$ cat src/rtl/if_fetch_queue_if.sv
// Fetch-queue bus: instruction-memory address/data, branch redirect, and the
// {pc, instr} decode handshake. The master modport is the fetch queue itself.
interface if_fetch_queue_if #(
  parameter int ADDR_W  = 32,
  parameter int INSTR_W = 32
);
  logic [ADDR_W-1:0]  im_addr;
  logic [0:INSTR_W-1] im_dout;
  logic               redirect_valid;
  logic [ADDR_W-1:0]  redirect_pc;
  // Handshake: an entry moves to decode on a cycle where id_valid & id_ready.
  // While id_valid is high and id_ready is low, id_pc/id_instr hold steady.
  // id_valid never depends on id_ready.
  logic               id_valid;
  logic               id_ready;
  logic [ADDR_W-1:0]  id_pc;
  logic [0:INSTR_W-1] id_instr;

  modport master (
    output im_addr, id_valid, id_pc, id_instr,
    input  im_dout, redirect_valid, redirect_pc, id_ready
  );

  modport slave (
    input  im_addr, id_valid, id_pc, id_instr,
    output im_dout, redirect_valid, redirect_pc, id_ready
  );
endinterface

$ cat src/rtl/if_fetch_queue.sv
// Instruction-fetch front end: fetch PC, zero-latency memory capture into a
// small FIFO, decode handshake, redirect flush. Optional IF_PERF_CNT_EN adds counters.
module if_fetch_queue #(
  parameter int                ADDR_W   = 32,
  parameter int                INSTR_W  = 32,
  parameter logic [ADDR_W-1:0] RESET_PC = ADDR_W'(32'h0000_3000),
  parameter int                QDEPTH   = 4
) (
  input  logic clk,
  input  logic rst_n,
`ifdef IF_PERF_CNT_EN
  output logic [31:0] perf_fetch,
  output logic [31:0] perf_stall,
  output logic [31:0] perf_flush,
`endif
  if_fetch_queue_if.master bus
);
  localparam int              PTR_W    = $clog2(QDEPTH);
  localparam logic [PTR_W:0]  FULL_CNT = (PTR_W+1)'(QDEPTH);

  logic [ADDR_W-1:0]  fetch_pc;
  logic [PTR_W-1:0]   rd_ptr;
  logic [PTR_W-1:0]   wr_ptr;
  logic [PTR_W:0]     count;
  logic [ADDR_W-1:0]  pc_mem    [QDEPTH];
  logic [0:INSTR_W-1] instr_mem [QDEPTH];
  logic               id_valid;
  logic               redirect;
  logic               deq;
  logic               enq;

  assign redirect = bus.redirect_valid;
  assign id_valid = (count != '0);
  assign deq      = id_valid & bus.id_ready;
  // A full queue can still accept when the head leaves in the same cycle.
  assign enq      = ~redirect & ((count < FULL_CNT) | deq);

  assign bus.im_addr  = fetch_pc;
  assign bus.id_valid = id_valid;
  assign bus.id_pc    = pc_mem[rd_ptr];
  assign bus.id_instr = instr_mem[rd_ptr];

  always_ff @(posedge clk or negedge rst_n) begin
    if (!rst_n) begin
      fetch_pc <= RESET_PC;
      rd_ptr   <= '0;
      wr_ptr   <= '0;
      count    <= '0;
    end else if (redirect) begin
      fetch_pc <= {bus.redirect_pc[ADDR_W-1:2], 2'b00};
      rd_ptr   <= '0;
      wr_ptr   <= '0;
      count    <= '0;
    end else begin
      if (enq) begin
        wr_ptr   <= wr_ptr + PTR_W'(1);
        fetch_pc <= fetch_pc + ADDR_W'(4);
      end
      if (deq) begin
        rd_ptr <= rd_ptr + PTR_W'(1);
      end
      case ({enq, deq})
        2'b10:   count <= count + (PTR_W+1)'(1);
        2'b01:   count <= count - (PTR_W+1)'(1);
        default: count <= count;
      endcase
    end
  end

  always_ff @(posedge clk or negedge rst_n) begin
    if (!rst_n) begin
      for (int i = 0; i < QDEPTH; i++) begin
        pc_mem[i]    <= '0;
        instr_mem[i] <= '0;
      end
    end else if (enq) begin
      pc_mem[wr_ptr]    <= fetch_pc;
      instr_mem[wr_ptr] <= bus.im_dout;
    end
  end

`ifdef IF_PERF_CNT_EN
  // Saturating event counters; they never wrap back to zero.
  always_ff @(posedge clk or negedge rst_n) begin
    if (!rst_n) begin
      perf_fetch <= '0;
      perf_stall <= '0;
      perf_flush <= '0;
    end else begin
      if (enq && perf_fetch != 32'hFFFF_FFFF) perf_fetch <= perf_fetch + 32'd1;
      if (!redirect && !enq && perf_stall != 32'hFFFF_FFFF) perf_stall <= perf_stall + 32'd1;
      if (redirect && perf_flush != 32'hFFFF_FFFF) perf_flush <= perf_flush + 32'd1;
    end
  end
`endif

endmodule

$ cat src/flat_wrapper.sv
// flat-port wrapper written by rule: the top's interface ports become plain ports
module if_fetch_queue_flat 
#(
  parameter int                ADDR_W   = 32,
  parameter int                INSTR_W  = 32,
  parameter logic [ADDR_W-1:0] RESET_PC = ADDR_W'(32'h0000_3000),
  parameter int                QDEPTH   = 4
)
  (clk, rst_n, bus_im_addr, bus_id_valid, bus_id_pc, bus_id_instr, bus_im_dout, bus_redirect_valid, bus_redirect_pc, bus_id_ready);
  if_fetch_queue_if #(.ADDR_W(ADDR_W), .INSTR_W(INSTR_W)) bus_i ();
  input  logic clk;
  input  logic rst_n;
  output wire logic [$bits(bus_i.im_addr)-1:0] bus_im_addr;
  output wire logic [$bits(bus_i.id_valid)-1:0] bus_id_valid;
  output wire logic [$bits(bus_i.id_pc)-1:0] bus_id_pc;
  output wire logic [$bits(bus_i.id_instr)-1:0] bus_id_instr;
  input wire logic [$bits(bus_i.im_dout)-1:0] bus_im_dout;
  input wire logic [$bits(bus_i.redirect_valid)-1:0] bus_redirect_valid;
  input wire logic [$bits(bus_i.redirect_pc)-1:0] bus_redirect_pc;
  input wire logic [$bits(bus_i.id_ready)-1:0] bus_id_ready;
  assign bus_im_addr = bus_i.im_addr;
  assign bus_id_valid = bus_i.id_valid;
  assign bus_id_pc = bus_i.id_pc;
  assign bus_id_instr = bus_i.id_instr;
  assign bus_i.im_dout = bus_im_dout;
  assign bus_i.redirect_valid = bus_redirect_valid;
  assign bus_i.redirect_pc = bus_redirect_pc;
  assign bus_i.id_ready = bus_id_ready;
  if_fetch_queue #(.ADDR_W(ADDR_W), .INSTR_W(INSTR_W), .RESET_PC(RESET_PC), .QDEPTH(QDEPTH)) u_core (.clk(clk), .rst_n(rst_n), .bus(bus_i));
endmodule
$ cat config.mk
export PLATFORM = sky130hd
export DESIGN_NAME = if_fetch_queue_flat
export DESIGN_NICKNAME = d
export VERILOG_FILES = /design/src/rtl/if_fetch_queue_if.sv /design/src/rtl/if_fetch_queue.sv /design/src/flat_wrapper.sv
export SDC_FILE = /design/constraint.sdc
export NUM_CORES = 1
export LEC_CHECK = 0
export ABC_CLOCK_PERIOD_IN_PS = 2800
export CAP_MARGIN = 20
export CORE_MARGIN = 1
export CORE_UTILIZATION = 50
export CTS_CLUSTER_DIAMETER = 200
export DETAILED_ROUTE_END_ITERATION = 16
export GPL_TIMING_DRIVEN = 1
export PLACE_DENSITY = 0.74
export SLEW_MARGIN = 5
export SYNTH_ARGS = -nofsm -noshare
export SYNTH_HDL_FRONTEND = slang
export SYNTH_SLANG_ARGS = --single-unit
export TNS_END_PERCENT = 20
$ cat constraint.sdc
create_clock -name clk -period 2.8 [get_ports clk]
set_input_delay 0.56 -clock clk [delete_from_list [all_inputs] [get_ports clk]]
set_output_delay 0.56 -clock clk [all_outputs]
set_load 0.03 [all_outputs]
==> parameters.txt <==
Parameter                              Value

Synthesis
  Synth Area per Inst    14.85 um^2
  Dominant combinational cell family by area after synthesis    multiplexers
  Complex-gate fraction of the synthesized area    2.760%
  Adder-cell area share of the yosys netlist    0.6392%
  Synthesized instance count    870
  Simple-gate share of the synthesized area    4.978%
  Share of Yosys cell area claimed by the top area cell type    54.82%
  Top flip-flop cell by instance count after synthesis    sky130_fd_sc_hd__dfrtp_1
  Cell area after synthesis    12920 um^2
  Number of distinct standard cells referenced by the synthesized netlist    44
  Proportion of register bits with asynchronous set or reset after synthesis    100.0%
  EDFF count, synth    0
  Multiplexer share of the synthesized area    32.50%
  Ranking of synthesized cells by area    sky130_fd_sc_hd__dfrtp_1 55%, sky130_fd_sc_hd__mux2_2 22%, sky130_fd_sc_hd__mux4_2 11%
  Total of warnings raised by yosys    0
  Dominant cell type by area after synthesis    sky130_fd_sc_hd__dfrtp_1
  FF+latch count, synth    285
  Fraction of the yosys area taken by sequential cells    55.23%
  Share of the synthesized netlist area taken by xor and xnor gates    0.8136%

Critical path
  Setup crit start kind    register
  Crit path cell chain    buf_4 -> buf_16 -> mux4_2 -> clkdlybuf4s15_2
  Type of the worst setup path    reg -> out
  Nature of the critical path endpoint    output pin
  Worst r2r src    u_core.bus.im_addr[4]
  Worst path slowest cell    sky130_fd_sc_hd__mux4_2
  Buffers & Inverters on Critical Path    3
  Cell class contributing the biggest share of worst-path delay    buffers and inverters
  Delay of the slowest critical-path stage    0.51 ns
  Critical path fanouts, max    11
  Data arrival time of the critical path    2.19 ns
  Crit. Startpoint    u_core.rd_ptr[0]
  Required arrival time at the worst endpoint    2.24 ns

Job
  Max-cap violation count    0

STA
  Crit path setup slack, layout    0.04592 ns
  Max transition margin    48.21%
  Final setup TNS    0 ns
  Setup-failing EPs final    0
  Highest Clock Rate    363.1 MHz
  Setup repair after global routing missed its margin    true
  Final slew viol count    0
  Setup skew after layout    0.01687 ns
  Endpoints failing hold    0
  Minimum clock period after layout    2.754 ns
  Final critical-path share of the clock period    98.36%
  Final-layout worst hold slack    0.4974 ns
  Actual transition at the worst max-transition pin    0.7739 ns

Clock network
  TritonCTS clock tree    yes
  Number of sinks handled by clock tree synthesis    285
  Max clock buf depth    3
  Clock transition at path regs    0.06 ns
  Cts bufs inserted    31
  Clock root buffer    sky130_fd_sc_hd__clkbuf_16
  Clock latency at the later pin of the worst-skew pair    0.54 ns
  Count of H-tree levels built during CTS    1

Power and ir drop
  Sequential power share    39.5%
  Largest voltage drop on the vdd net    697.4 uV
  Share of total power in combinational logic    38.5%
  Leakage Power    6.628 nW
  Clk network pwr share    22.1%
  Sw Share    32.98%
  Overall Power    17.59 mW
  Internal Dissipation    11.79 mW
  Power Dens Cells    1101 nW/um^2
  Switching component of the power    5.801 mW

Cells and area
  Diodes inserted    0
  Fraction of layout instances using a drive strength above 1    39.89%
  Filler cell count in the final layout    1900
  Final standard cell area without fillers    15970 um^2
  Final design utilization    63.23%
  Layout area overhead    23.61%
  Nets@finish    1101
  Number of standard cells in the final layout excluding fillers    1378

Global route
  Total gr overflow    0
  Number of antenna violations at the first check in global routing    0
  Maximum number of pins on one net before global-route repair    65
  Vias in the first global route    8348
  Total global routing track utilization    22.11%
  Global-route wire length before repair    45570 um

Min path
  Source of the worst hold timing path    u_core.pc_mem[49]
  Worst Hold Class    reg -> reg

Placed design
  DP Cell Count    1320
  HPWL after detailed placement    17720 um
  Placed cell areas    15020 um^2
  Placer's final routability congestion estimate    0.7751
  Setup WS pre-CTS    0.04175 ns
  Count of input and output buffers    158

Routing
  Wirelength, routed    28080 um
  ANT nets after route    0
  Average wire per cell in the routed design    20.37 um
  Routed via count    7946
  Post-DR vias/cell    5.766
  TritonRoute pass-1 iters    5
  1st-iter DRT viols    492
  DRC Markers    0

Run status
  Outcome    finished clean

Floorplanning
  Row count    58
  Die outline height    162.7 um
  Initial core utilization    51.15%
  Die boundary width    162.7 um
  Area of the placeable core    25250 um^2
  Num ports    165
  Area enclosed by the die boundary    26480 um^2
-- area by class of cell --
type | instances | area (um^2) | share of cell area (%)
sequential | 285 | 7142 | 44.72
clock buffer | 45 | 868.3 | 5.438
multi-input combinational | 508 | 5431 | 34.01
tap | 330 | 412.9 | 2.586
timing repair buffer | 194 | 1988 | 12.45
inverter | 7 | 26.28 | 0.1645
clock inverter | 9 | 100.1 | 0.6268
-- flip-flops by register name, summed over array words and instances, names as in the netlist --
signal,cells
u_core.rd_ptr,2
u_core.pc_mem,120
u_core.wr_ptr,2
u_core.count,3
u_core.instr_mem,128
u_core.bus.im_addr,30
-- power groups by stage --
stage,Combinational [mW],Sequential [mW],Clock (mW)
2_1_floorplan,4.91,6.67,0
3_3_place_gp,7.05,6.88,0
3_5_place_dp,7.19,6.99,0
4_1_cts,6.88,6.93,3.98
5_1_grt,7.22,7.17,4.14
6_report,6.77,6.94,3.88
-- per-layer routing --
metal	vias to the layer above	wire length, um	global-route usage, %
met5	-	0	0
met4	0	603	6.372
met3	41	1335	3.336
met2	206	13540	35.63
met1	4154	12600	31.23
li1	3545	-	-
-- logic make-up (layout without fill, tap and decap cells) --
| group | after synthesis | after routing |
|---|---|---|
| AOI/OAI and AO/OA | 54 | 54 |
| xor gates and xnor gates | 12 | 12 |
| adders and majority gates | 6 | 6 |
| buffers and inverters | 80 | 255 |
| DFF | 285 | 285 |
| muxes | 311 | 311 |
| other | 1 | 4 |
| and+or+nand+nor | 121 | 121 |
-- cell usage after synthesis (2+ instances only) --
cell type                  count
sky130_fd_sc_hd__a21oi_1       4
sky130_fd_sc_hd__a31oi_1      14
sky130_fd_sc_hd__and3_1        4
sky130_fd_sc_hd__buf_1         6
sky130_fd_sc_hd__buf_2        39
sky130_fd_sc_hd__buf_4         7
sky130_fd_sc_hd__buf_6         2
sky130_fd_sc_hd__clkbuf_1     16
sky130_fd_sc_hd__clkbuf_2      3
sky130_fd_sc_hd__dfrtp_1     283
sky130_fd_sc_hd__dfstp_2       2
sky130_fd_sc_hd__ha_1          5
sky130_fd_sc_hd__inv_1         7
sky130_fd_sc_hd__mux2_2      248
sky130_fd_sc_hd__mux4_2       62
sky130_fd_sc_hd__nand2_1      32
sky130_fd_sc_hd__nand2b_1      2
sky130_fd_sc_hd__nand3_1      15
sky130_fd_sc_hd__nand4_1      10
sky130_fd_sc_hd__nor2_1       23
sky130_fd_sc_hd__nor2b_1       2
sky130_fd_sc_hd__nor3_1        3
sky130_fd_sc_hd__nor4_1        3
sky130_fd_sc_hd__o211ai_1      2
sky130_fd_sc_hd__o21ai_0      14
sky130_fd_sc_hd__o31a_1        3
sky130_fd_sc_hd__o31ai_1      12
sky130_fd_sc_hd__or3_1         3
sky130_fd_sc_hd__or4_1        19
sky130_fd_sc_hd__xnor2_1       6
sky130_fd_sc_hd__xor2_1        6
-- layout by cell type (no fill, tap or decap), drive strengths merged, types with 2 or more instances in the layout --
| cell type | n |
|---|---|
| dfstp | 2 |
| and3 | 4 |
| xnor2 | 6 |
| clkinv | 5 |
| or3 | 4 |
| nor3 | 3 |
| clkdlybuf4s15 | 8 |
| a31oi | 14 |
| nand3 | 15 |
| o31ai | 12 |
| clkbuf | 46 |
| bufinv | 2 |
| nand2 | 32 |
| clkdlybuf4s50 | 95 |
| xor2 | 6 |
| ha | 5 |
| clkinvlp | 2 |
| nor2 | 23 |
| dlygate4sd2 | 41 |
| or4 | 19 |
| nand2b | 2 |
| mux2 | 248 |
| inv | 7 |
| a21oi | 4 |
| o21ai | 14 |
| o31a | 3 |
| nand4 | 11 |
| conb | 4 |
| buf | 48 |
| nor2b | 2 |
| nor4 | 3 |
| mux4 | 62 |
| dfrtp | 283 |
| o211ai | 2 |
-- final timing paths --
path | to | slack, ns | cells after the start
min in group asynchronous | u_core.instr_mem[123] | 0.54 | 2
worst max register to register | u_core.bus.im_addr[16] | 0.50 | 4
worst max-delay path | bus_id_instr[1] | 0.05 | 4
worst min-delay path | u_core.pc_mem[49] | 0.50 | 1
worst min register to register | u_core.pc_mem[49] | 0.50 | 1
max in group asynchronous | u_core.instr_mem[11] | 1.49 | 3
-- repair_timing --
| item | 4_1_cts | 5_1_grt |
|---|---|---|
| hold endpoints to repair | 44 | 0 |
| hold buffers | 1 | 0 |
| gates cloned | 1 | 0 |
| pin swaps | 0 | 0 |
| setup endpoints to repair | 55 | 15 |
| buffers inserted | 2 | 0 |
| resized for setup | 79 | 12 |
Note: power is estimated with default switching activity, not from simulation.
